$ cat config.mk
export PLATFORM = sky130hd
export DESIGN_NAME = c1541_gcr_decoder
export DESIGN_NICKNAME = d
export VERILOG_FILES = /design/src/rtl/c1541_gcr_pkg.sv /design/src/rtl/c1541_gcr_framer.sv /design/src/rtl/c1541_gcr_decoder.sv
export SDC_FILE = /design/constraint.sdc
export NUM_CORES = 1
export LEC_CHECK = 0
export ABC_AREA = 1
export CORE_ASPECT_RATIO = 2
export CORE_UTILIZATION = 61
export CTS_BUF_LIST = sky130_fd_sc_hd__clkbuf_8
export CTS_CLUSTER_SIZE = 28
export DETAILED_ROUTE_END_ITERATION = 6
export MAX_ROUTING_LAYER = met4
export PLACE_DENSITY = 0.86
export SYNTH_ARGS = -nofsm -noshare
export SYNTH_HDL_FRONTEND = slang
export SYNTH_SLANG_ARGS = --single-unit
$ cat constraint.sdc
create_clock -name clk -period 6.2 [get_ports clk]
set_input_delay 0.93 -clock clk [delete_from_list [all_inputs] [get_ports clk]]
set_output_delay 0.93 -clock clk [all_outputs]
set_load 0.01 [all_outputs]
$ cat src/rtl/c1541_gcr_pkg.sv
// Shared GCR constants, block IDs, decoder FSM states and the 1541 zone table.
`timescale 1ns/1ps
package c1541_gcr_pkg;

  localparam logic [7:0] BLK_HDR  = 8'h08;
  localparam logic [7:0] BLK_DATA = 8'h07;

  // Index n holds the 5-bit GCR code for nibble n.
  localparam logic [15:0][4:0] GCR_ENC = {
    5'h15, 5'h1E, 5'h1D, 5'h0D, 5'h1B, 5'h1A, 5'h19, 5'h09,
    5'h17, 5'h16, 5'h0F, 5'h0E, 5'h13, 5'h12, 5'h0B, 5'h0A
  };

  typedef enum logic [2:0] {
    HUNT,
    SYNC,
    ID,
    HDR,
    DATA
  } gcr_state_e;

  // Returns {valid, nibble}; valid is 0 for the 16 illegal codes.
  function automatic logic [4:0] gcr_decode(input logic [4:0] code);
    logic [4:0] res;
    res = '0;
    for (int unsigned i = 0; i < 16; i++) begin
      if (GCR_ENC[i] == code) res = {1'b1, 4'(i)};
    end
    return res;
  endfunction

  function automatic logic [4:0] sectors_per_track(input logic [5:0] trk);
    if (trk < 6'd18)      return 5'd21;
    else if (trk < 6'd25) return 5'd19;
    else if (trk < 6'd31) return 5'd18;
    else                  return 5'd17;
  endfunction

endpackage

$ cat src/rtl/c1541_gcr_framer.sv
// SYNC detector, 10-bit group shifter and GCR decode for the 1541 read path.
`timescale 1ns/1ps
module c1541_gcr_framer
  import c1541_gcr_pkg::*;
#(
  parameter int SYNC_ONES = 10
) (
  input  logic       clk,
  input  logic       rst_n,
  input  logic       i_bit_q,
  input  logic       i_bit,
  output logic       o_sync_n,
  output logic       o_sync_det,
  output logic       o_byte_valid,
  output logic [7:0] o_byte,
  output logic       o_code_err
);

  localparam int OW = $clog2(SYNC_ONES + 1);
  localparam logic [OW-1:0] ONES_MAX = OW'(SYNC_ONES);

  logic [OW-1:0] r_ones;
  logic [OW-1:0] w_ones_nxt;
  logic [8:0]    r_sh;
  logic [3:0]    r_bcnt;
  logic          r_sync_n;
  logic [9:0]    w_grp;
  logic [4:0]    w_dec_hi;
  logic [4:0]    w_dec_lo;

  always_comb begin
    w_ones_nxt = '0;
    if (i_bit) w_ones_nxt = (r_ones == ONES_MAX) ? ONES_MAX : r_ones + OW'(1);
    o_sync_det   = i_bit_q & i_bit & (w_ones_nxt == ONES_MAX);
    w_grp        = {r_sh, i_bit};
    w_dec_hi     = gcr_decode(w_grp[9:5]);
    w_dec_lo     = gcr_decode(w_grp[4:0]);
    // A SYNC completing on the same bit as a group wins; the group is dropped.
    o_byte_valid = i_bit_q & r_sync_n & (r_bcnt == 4'd9) & ~o_sync_det;
    o_byte       = {w_dec_hi[3:0], w_dec_lo[3:0]};
    o_code_err   = ~(w_dec_hi[4] & w_dec_lo[4]);
  end

  assign o_sync_n = r_sync_n;

  always_ff @(posedge clk or negedge rst_n) begin
    if (!rst_n) begin
      r_ones   <= '0;
      r_sh     <= '0;
      r_bcnt   <= '0;
      r_sync_n <= 1'b1;
    end else if (i_bit_q) begin
      r_ones <= w_ones_nxt;
      if (o_sync_det) begin
        r_sync_n <= 1'b0;
        r_bcnt   <= '0;
      end else if (!r_sync_n) begin
        // The 0 that ends SYNC is the MSB of the first group.
        r_sync_n <= 1'b1;
        r_sh     <= {8'b0, i_bit};
        r_bcnt   <= 4'd1;
      end else begin
        r_sh   <= w_grp[8:0];
        r_bcnt <= (r_bcnt == 4'd9) ? '0 : r_bcnt + 4'd1;
      end
    end
  end

endmodule

$ cat src/rtl/c1541_gcr_decoder.sv
// 1541 GCR receive path: SYNC/ID/header/data parsing into the track buffer.
// Optional error counter enabled by macro C1541_GCR_DEC_STATS_EN.
`timescale 1ns/1ps
module c1541_gcr_decoder
  import c1541_gcr_pkg::*;
#(
  parameter int SYNC_ONES   = 10,
  parameter int SECTOR_BITS = 5
) (
  input  logic                   clk,
  input  logic                   reset_n,
  input  logic                   ce,
  input  logic                   bit_en,
  input  logic                   bit_in,
  input  logic [5:0]             track,
  input  logic [7:0]             id1,
  input  logic [7:0]             id2,
  output logic                   sync_n,
  output logic [SECTOR_BITS+7:0] buff_addr,
  output logic [7:0]             buff_do,
  output logic                   buff_we,
  output logic [SECTOR_BITS-1:0] sector,
  output logic                   hdr_ok,
  output logic                   hdr_err,
  output logic                   data_ok,
  output logic                   data_err,
  output logic [7:0]             err_cnt
);

  logic       w_q;
  logic       w_sync_det;
  logic       w_bv;
  logic [7:0] w_byte;
  logic       w_cerr;
  logic       w_unused_ids;

  gcr_state_e r_state, w_state_nxt;
  logic [8:0] r_cnt;
  logic [7:0] r_cks, r_hsec, r_htrk, r_hid2, r_xor;
  logic       r_hdr_valid;
  logic       w_hdr_pass;
  logic       w_we, w_hok, w_herr, w_dok, w_derr;

  assign w_q          = ce & bit_en;
  assign w_unused_ids = ^{id1, id2};

  c1541_gcr_framer #(
    .SYNC_ONES(SYNC_ONES)
  ) u_framer (
    .clk         (clk),
    .rst_n       (reset_n),
    .i_bit_q     (w_q),
    .i_bit       (bit_in),
    .o_sync_n    (sync_n),
    .o_sync_det  (w_sync_det),
    .o_byte_valid(w_bv),
    .o_byte      (w_byte),
    .o_code_err  (w_cerr)
  );

  always_comb begin
    w_state_nxt = r_state;
    w_we        = 1'b0;
    w_hok       = 1'b0;
    w_herr      = 1'b0;
    w_dok       = 1'b0;
    w_derr      = 1'b0;
    w_hdr_pass  = (r_cks == (r_hsec ^ r_htrk ^ r_hid2 ^ w_byte)) &&
                  (r_htrk == {2'b00, track}) && (r_hsec < 8'd21);
    if (w_sync_det) begin
      w_state_nxt = SYNC;
    end else begin
      case (r_state)
        HUNT: ;
        SYNC: if (w_q && !bit_in) w_state_nxt = ID;
        ID: if (w_bv) begin
          if (!w_cerr && w_byte == BLK_HDR)                     w_state_nxt = HDR;
          else if (!w_cerr && w_byte == BLK_DATA && r_hdr_valid) w_state_nxt = DATA;
          else                                                   w_state_nxt = HUNT;
        end
        HDR: if (w_bv) begin
          if (w_cerr) begin
            w_herr      = 1'b1;
            w_state_nxt = HUNT;
          end else if (r_cnt == 9'd4) begin
            w_hok       = w_hdr_pass;
            w_herr      = ~w_hdr_pass;
            w_state_nxt = HUNT;
          end
        end
        DATA: if (w_bv) begin
          if (w_cerr) begin
            w_derr      = 1'b1;
            w_state_nxt = HUNT;
          end else if (!r_cnt[8]) begin
            w_we = 1'b1;
          end else begin
            w_dok       = (w_byte == r_xor);
            w_derr      = (w_byte != r_xor);
            w_state_nxt = HUNT;
          end
        end
        default: w_state_nxt = HUNT;
      endcase
    end
  end

  always_ff @(posedge clk or negedge reset_n) begin
    if (!reset_n) r_state <= HUNT;
    else          r_state <= w_state_nxt;
  end

  always_ff @(posedge clk or negedge reset_n) begin
    if (!reset_n) begin
      r_cnt       <= '0;
      r_cks       <= '0;
      r_hsec      <= '0;
      r_htrk      <= '0;
      r_hid2      <= '0;
      r_xor       <= '0;
      r_hdr_valid <= 1'b0;
      sector      <= '0;
      buff_addr   <= '0;
      buff_do     <= '0;
      buff_we     <= 1'b0;
      hdr_ok      <= 1'b0;
      hdr_err     <= 1'b0;
      data_ok     <= 1'b0;
      data_err    <= 1'b0;
    end else begin
      buff_we  <= w_we;
      hdr_ok   <= w_hok;
      hdr_err  <= w_herr;
      data_ok  <= w_dok;
      data_err <= w_derr;
      if (w_we) begin
        buff_do   <= w_byte;
        buff_addr <= {sector, r_cnt[7:0]};
      end
      if (w_bv && !w_cerr && !w_sync_det) begin
        if (r_state == ID) begin
          r_cnt <= '0;
          r_xor <= '0;
        end else if (r_state == HDR || r_state == DATA) begin
          r_cnt <= r_cnt + 9'd1;
        end
        if (r_state == HDR) begin
          case (r_cnt)
            9'd0:    r_cks  <= w_byte;
            9'd1:    r_hsec <= w_byte;
            9'd2:    r_htrk <= w_byte;
            9'd3:    r_hid2 <= w_byte;
            default: ;
          endcase
        end
        if (r_state == DATA) r_xor <= r_xor ^ w_byte;
      end
      if (w_hok) begin
        sector      <= r_hsec[SECTOR_BITS-1:0];
        r_hdr_valid <= 1'b1;
      end
      if (w_herr || w_dok || w_derr) r_hdr_valid <= 1'b0;
    end
  end

`ifdef C1541_GCR_DEC_STATS_EN
  logic [7:0] r_err_cnt;
  always_ff @(posedge clk or negedge reset_n) begin
    if (!reset_n)                                     r_err_cnt <= '0;
    else if ((w_herr || w_derr) && r_err_cnt != '1)  r_err_cnt <= r_err_cnt + 8'd1;
  end
  assign err_cnt = r_err_cnt;
`else
  assign err_cnt = '0;
`endif

endmodule

-- Yosys cells after proc, flatten, opt, wreduce, memory -nomap -nowiden
Cells that the tools add are included.
- word-level logic and storage cells: 201
- bits in registers: 102
- input bits: 27
- output and inout port bits: 40
- muxes and demuxes: 82
- add/sub/neg operators: 3
- equality and inequality tests: 56
- $lt $le $gt $ge: 1
- reductions and logical operators: 26
- bitwise operators: 13
- operators by type and width (kind ; count):
    5-bit two-way mux ; 32
    5-bit equality test (first input constant) ; 20
    4-bit by 5-bit equality test with 1-bit output (first input constant) ; 12
    3-bit two-way mux ; 11
    8-bit XOR ; 4
    1-bit two-way mux ; 28
    9-bit two-way mux ; 3
    4-bit two-way mux ; 5
    9-bit by 2-bit equality test with 1-bit output (second input constant) ; 2
    8-bit equality test ; 2
    8-bit two-way mux ; 2
    3-bit one-hot mux with 5 select lines ; 1
    4-bit equality test (second input constant) ; 3
    3-bit != test (second input constant) ; 4
    3-bit AND reduction ; 4
    9-bit by 1-bit adder with 9-bit output (second input constant) ; 1
    9-bit by 1-bit equality test with 1-bit output (second input constant) ; 1
    9-bit by 3-bit equality test with 1-bit output (second input constant) ; 1
    9-bit logical NOT ; 1
    4-bit by 1-bit adder with 4-bit output (second input constant) ; 2
    8-bit by 3-bit equality test with 1-bit output (second input constant) ; 1
    8-bit by 4-bit equality test with 1-bit output (second input constant) ; 1
    8-bit by 6-bit equality test with 1-bit output ; 1
    1-bit logical AND ; 8
    15 further kinds ; 31

-- Logic depth before layout (Yosys ltp)
- word-level depth: 30
- depth in mapped cells: 17

-- Hierarchy
Synthesis repeated with hierarchy kept, for this count alone.
- cells, all modules: 743
- area total of the unflattened synthesis: 5716.7 µm²
- by module, submodules not included (module ; times used ; seq. area each (µm²) ; area each (µm²) ; cells an instance):
    c1541_gcr_decoder ; 1 ; 2102.0 ; 4383.0 ; 555
    c1541_gcr_framer ; 1 ; 451.7 ; 1333.8 ; 188

-- Worst setup path before layout
OpenSTA, ideal clock, no wires.
- path type: input to register
- from: in bit_in
- to: reg r_hid2[6]
- data required time: 6.076 ns
- slack: 3.732 ns
- path buffers: 2
- cell stages on the path: 15
- arrival: 2.344 ns
- library setup time: 0.124 ns
- path through: buf_4 -> inv_2 -> nor2_1 -> nand2_2 -> nand2_2 -> nor2_1 -> nand3_2 -> nand2_2 -> inv_4 -> nand2_4 -> nor2_8 -> nand3_4 -> buf_6 -> nand2_1 -> o21ai_2
- word-level cells in the longest chain between the ends: 21
- elaborated cells between the ends (all ways): 43
- those cells by class: eq/ne (17); mux (17); bitwise (5); reduce/logical (4)
- RTL lines (item ; line ; source):
    start, declared ; c1541_gcr_decoder.sv:14 ; input logic bit_in,
    4-bit by 5-bit equality test with 1-bit output ; c1541_gcr_pkg.sv:27 ; if (GCR_ENC[i] == code) res = {1'b1, 4'(i)};
    5-bit two-way mux (16 in series) ; c1541_gcr_pkg.sv:27 ;
    1-bit AND ; c1541_gcr_framer.sv:41 ; o_code_err = ~(w_dec_hi[4] & w_dec_lo[4]);
    1-bit logical AND ; c1541_gcr_decoder.sv:140 ; if (w_bv && !w_cerr && !w_sync_det) begin
    1-bit logical AND * ; c1541_gcr_decoder.sv:140 ;
    3-bit AND reduction (no source line) * ; - ;
    end signal, assigned ; c1541_gcr_decoder.sv:152 ; 9'd3: r_hid2 <= w_byte;
    end, declared ; c1541_gcr_decoder.sv:39 ; logic [7:0] r_cks, r_hsec, r_htrk, r_hid2, r_xor;
Mark *: on every way between the ends. The rest lies on a longest branch, timed or not.
A chain may end at the register's enable or synchronous reset.

-- Final worst setup path
- from: in bit_in
- to: reg r_xor[4]
- word-level cells in the longest chain between the ends: 21
- elaborated cells between the ends (all ways): 43
- those cells by class: eq/ne (17); mux (17); bitwise (5); reduce/logical (4)
- RTL lines (item ; line ; source):
    4-bit by 5-bit equality test with 1-bit output ; c1541_gcr_pkg.sv:27 ;
    5-bit two-way mux (16 in series) ; c1541_gcr_pkg.sv:27 ;
    1-bit AND ; c1541_gcr_framer.sv:41 ;
    1-bit logical AND ; c1541_gcr_decoder.sv:140 ;
    1-bit logical AND * ; c1541_gcr_decoder.sv:140 ;
    2-bit AND reduction (no source line) * ; - ;
    end signal, assigned ; c1541_gcr_decoder.sv:156 ; if (r_state == DATA) r_xor <= r_xor ^ w_byte;
    end, declared ; c1541_gcr_decoder.sv:39 ;
Marked as above.

==> results.md <==
* Max IR drop VDD at 0.189 mV
* Die height at 138 um
* Fin worst setup slack at 3.07 ns
* Synth Area in Compound Gates at 11.8%
* Core Box Area at 9010 um^2
* Syn_area_per_cell at 8.15 um^2
* Clock transition at the registers of the reported paths at 0.11 ns
* Yosys cell types at 39
* Post_cts resized at 0
* DRC viols at 0
* Kind of critical path: in2reg
* Overflow after GRT at 0
* Clock Skews at 0.0183 ns
* Outcome: complete, no violations
* Initial DRC count at 317
* H-tree levels at 3
* LEAKAGE at 0.00315 uW
* Endpoints failing hold at 0
* Wire length per cell at 15.0 um
* Largest net degree at the start of global routing at 79
* Crit end category: flop
* DRT Pass-1 Iters at 5
* Sink Count at 102
* Warnings from Yosys at 0
* Area grow syn2layout at 10.7%
* First-pass GRT wire length at 21300 um
* CTS tree: yes
* Post-synthesis register bit count at 102
* Max Freq at 0.319 GHz
* Total number of vias at 4859
* Multi-input combinational cell area at 2590 um^2
* DRT antenna net count at 0
* Setup-failing EPs final at 0
* DP HPWL at 9580 um
* Worst Path Arrival at 3.35 ns
* Post-Synth Adder-Cell Area at 1.33%
* Vias per cell at 5.76
* Worst setup SP type: input port
* Setup TNS at 0 ns
* Worst-Margin Slew at 0.971 ns
* Synth top area share at 44.7%
* Worst-skew pair later-pin latency at 0.38 ns
* Number of port buffers at 42
* Vias in the first global route at 4848
* Initial antenna violation count at 0
* Largest family of logic cells by synthesized area: simple AND/OR/NAND/NOR gates
* CP max FO at 8
* Dpl ws at 2.74 ns
* N_diodes at 0
* Die width at 70.1 um
* Min cycle time layout at 3.13 ns
* Ports at 67
* Synthesized cell area at 5660 um^2
* Layout cells sized above 1 at 10.9%
* GP Congestion at 0.968
* Synth area leaders: dfrtp_1 45%, nand2_1 13%, inv_1 5.6%, nand3_1 3.5%, xor2_1 3.4%
* PwrDens at 203 nW/um^2
* Post-Synthesis Cells at 694
* Post-synthesis sequential area ratio at 45.1%
* Nets at 769
* RSZ-0062 raised after global routing: false
* Final period util at 50.5%
* Setup bufs post-CTS at 0
* Initial Util at 62.8%
* GRT Total Usage at 28.1%
* Row cnt at 49
* Simple-gate share of the synthesized area at 27.0%
* Inserted Clock Buffers at 9
* FF+latch area at 2550 um^2
* Slew Limit Fails at 0
* Post-synthesis mux area share at 0%
* Worst EP required at 6.42 ns
* Post-synthesis xor/xnor area fraction at 5.26%
* Filler Cell Count at 691
* Relative slew slack at 35.3%
* Worst Hold Class: in2async
* Max-cap violations at 0
* Post-CTS Hold Buffers at 0
* CTS Buffer Depth at 2
* Root Buffer: clkbuf_8
* Die Area at 9690 um^2
* Synth area leader: dfrtp_1
* Routed WL at 12600 um
==> kinds of logic after synthesis <==
family,count (synthesis)
other,1
buffers and inverters,117
DFF,102
and+or+nand+nor,325
xor gates and xnor gates,34
AOI/OAI and AO/OA,109
adders and majority gates,6
==> flip-flops by register name, summed over array words and instances (netlist names) <==
| register | flops |
|---|---|
| hdr_err | 1 |
| r_hdr_valid | 1 |
| r_htrk | 8 |
| r_cnt | 9 |
| buff_do | 8 |
| buff_we | 1 |
| u_framer.o_sync_n | 1 |
| data_ok | 1 |
| r_hid2 | 8 |
| sector | 5 |
| r_cks | 8 |
| u_framer.r_sh | 9 |
| data_err | 1 |
| r_state | 3 |
| u_framer.r_bcnt | 4 |
| u_framer.r_ones | 4 |
| r_hsec | 8 |
| r_xor | 8 |
| buff_addr | 13 |
| hdr_ok | 1 |
==> worst paths after layout <==
kind                                         from                       end  slack (ns)  depth (start not counted)
max in group asynchronous                 reset_n      r_xor[2]$_DFFE_PN0P_        4.50                          2
hold reg to reg            buff_do[5]$_DFFE_PN0P_    buff_do[5]$_DFFE_PN0P_        0.49                          2
setup reg to reg           r_state[0]$_DFFE_PN0P_      r_xor[4]$_DFFE_PN0P_        3.69                          4
min in group clk           buff_do[5]$_DFFE_PN0P_    buff_do[5]$_DFFE_PN0P_        0.49                          2
hold / removal                            reset_n  buff_addr[6]$_DFFE_PN0P_        0.43                          1
setup / recovery                           bit_in      r_xor[4]$_DFFE_PN0P_        3.07                         12
==> routing by layer <==
layer / wire, um / vias up / GRT usage [%]
met3: 488 / 46 / 4.30
li1: - / 2294 / -
met5: 0 / - / -
met2: 6860 / 175 / 49.3
met1: 4710 / 2344 / 29.7
met4: 571 / 0 / 14.6
==> cells in the mapped netlist (all sizes together) <==
master / n
nand2: 201
dfrtp: 101
inv: 97
o21ai: 72
nor2: 46
nand3: 45
xor2: 22
o22ai: 18
buf: 17
nand4: 13
nor3: 13
xnor2: 12
a21oi: 10
ha: 6
nand3b: 3
nor4: 3
o31ai: 3
clkbuf: 2
o211ai: 2
o21bai: 2
a21boi: 1
a21o: 1
clkinv: 1
conb: 1
dfstp: 1
or2: 1
==> cell type report <==
cell class | instances | share of cell area (%)
timing repair buffer | 43 | 6.79
sequential | 102 | 40.8
multi-input combinational | 482 | 41.4
inverter | 98 | 5.95
tap | 102 | 2.04
clock buffer | 10 | 2.20
clock inverter | 6 | 0.819
==> worst max-delay path, cell delays in order <==
cell and delay (ns):
clkdlybuf4s50_1 0.69, inv_2 0.13, nor2_1 0.18, nand2_2 0.11, nand2_2 0.14, nor2_1 0.07, nand3_2 0.08, nand2_2 0.10
inv_4 0.11, nand2_4 0.08, a21oi_1 0.55, o21ai_0 0.18
==> cells in the final DEF, fill, tap and decap left out, drive strengths merged, types with 6 or more instances in the layout <==
cell type / instances
nand2: 201
dfrtp: 101
inv: 101
o21ai: 72
nor2: 46
nand3: 45
clkdlybuf4s50: 41
xor2: 22
o22ai: 18
nand4: 13
nor3: 13
xnor2: 12
a21oi: 10
clkbuf: 10
conb: 8
ha: 6
==> stage by stage <==
| step | utilization (%) | hold slack [ns] | instances | total power [uW] | instance area [um^2] |
|---|---|---|---|---|---|
| CTS | 69.5 | 0.445 | 843 | 1270 | 6260 |
| floorplan | - | 0.463 | 701 | 821 | 5690 |
| global route | 69.5 | 0.442 | 843 | 1320 | 6260 |
| global placement | 67.4 | 0.454 | 827 | 859 | 6070 |
| detailed placement | 67.4 | 0.467 | 827 | 869 | 6070 |
| finish | 69.5 | 0.426 | 843 | 1270 | 6260 |
==> power by group <==
| group | total, uW | switching (uW) | internal, uW |
|---|---|---|---|
| Clock | 411 | 246 | 164 |
| Sequential | 705 | 21.0 | 684 |
| Combinational | 153 | 106 | 47.6 |
Note: power is estimated with default switching activity, not from simulation.
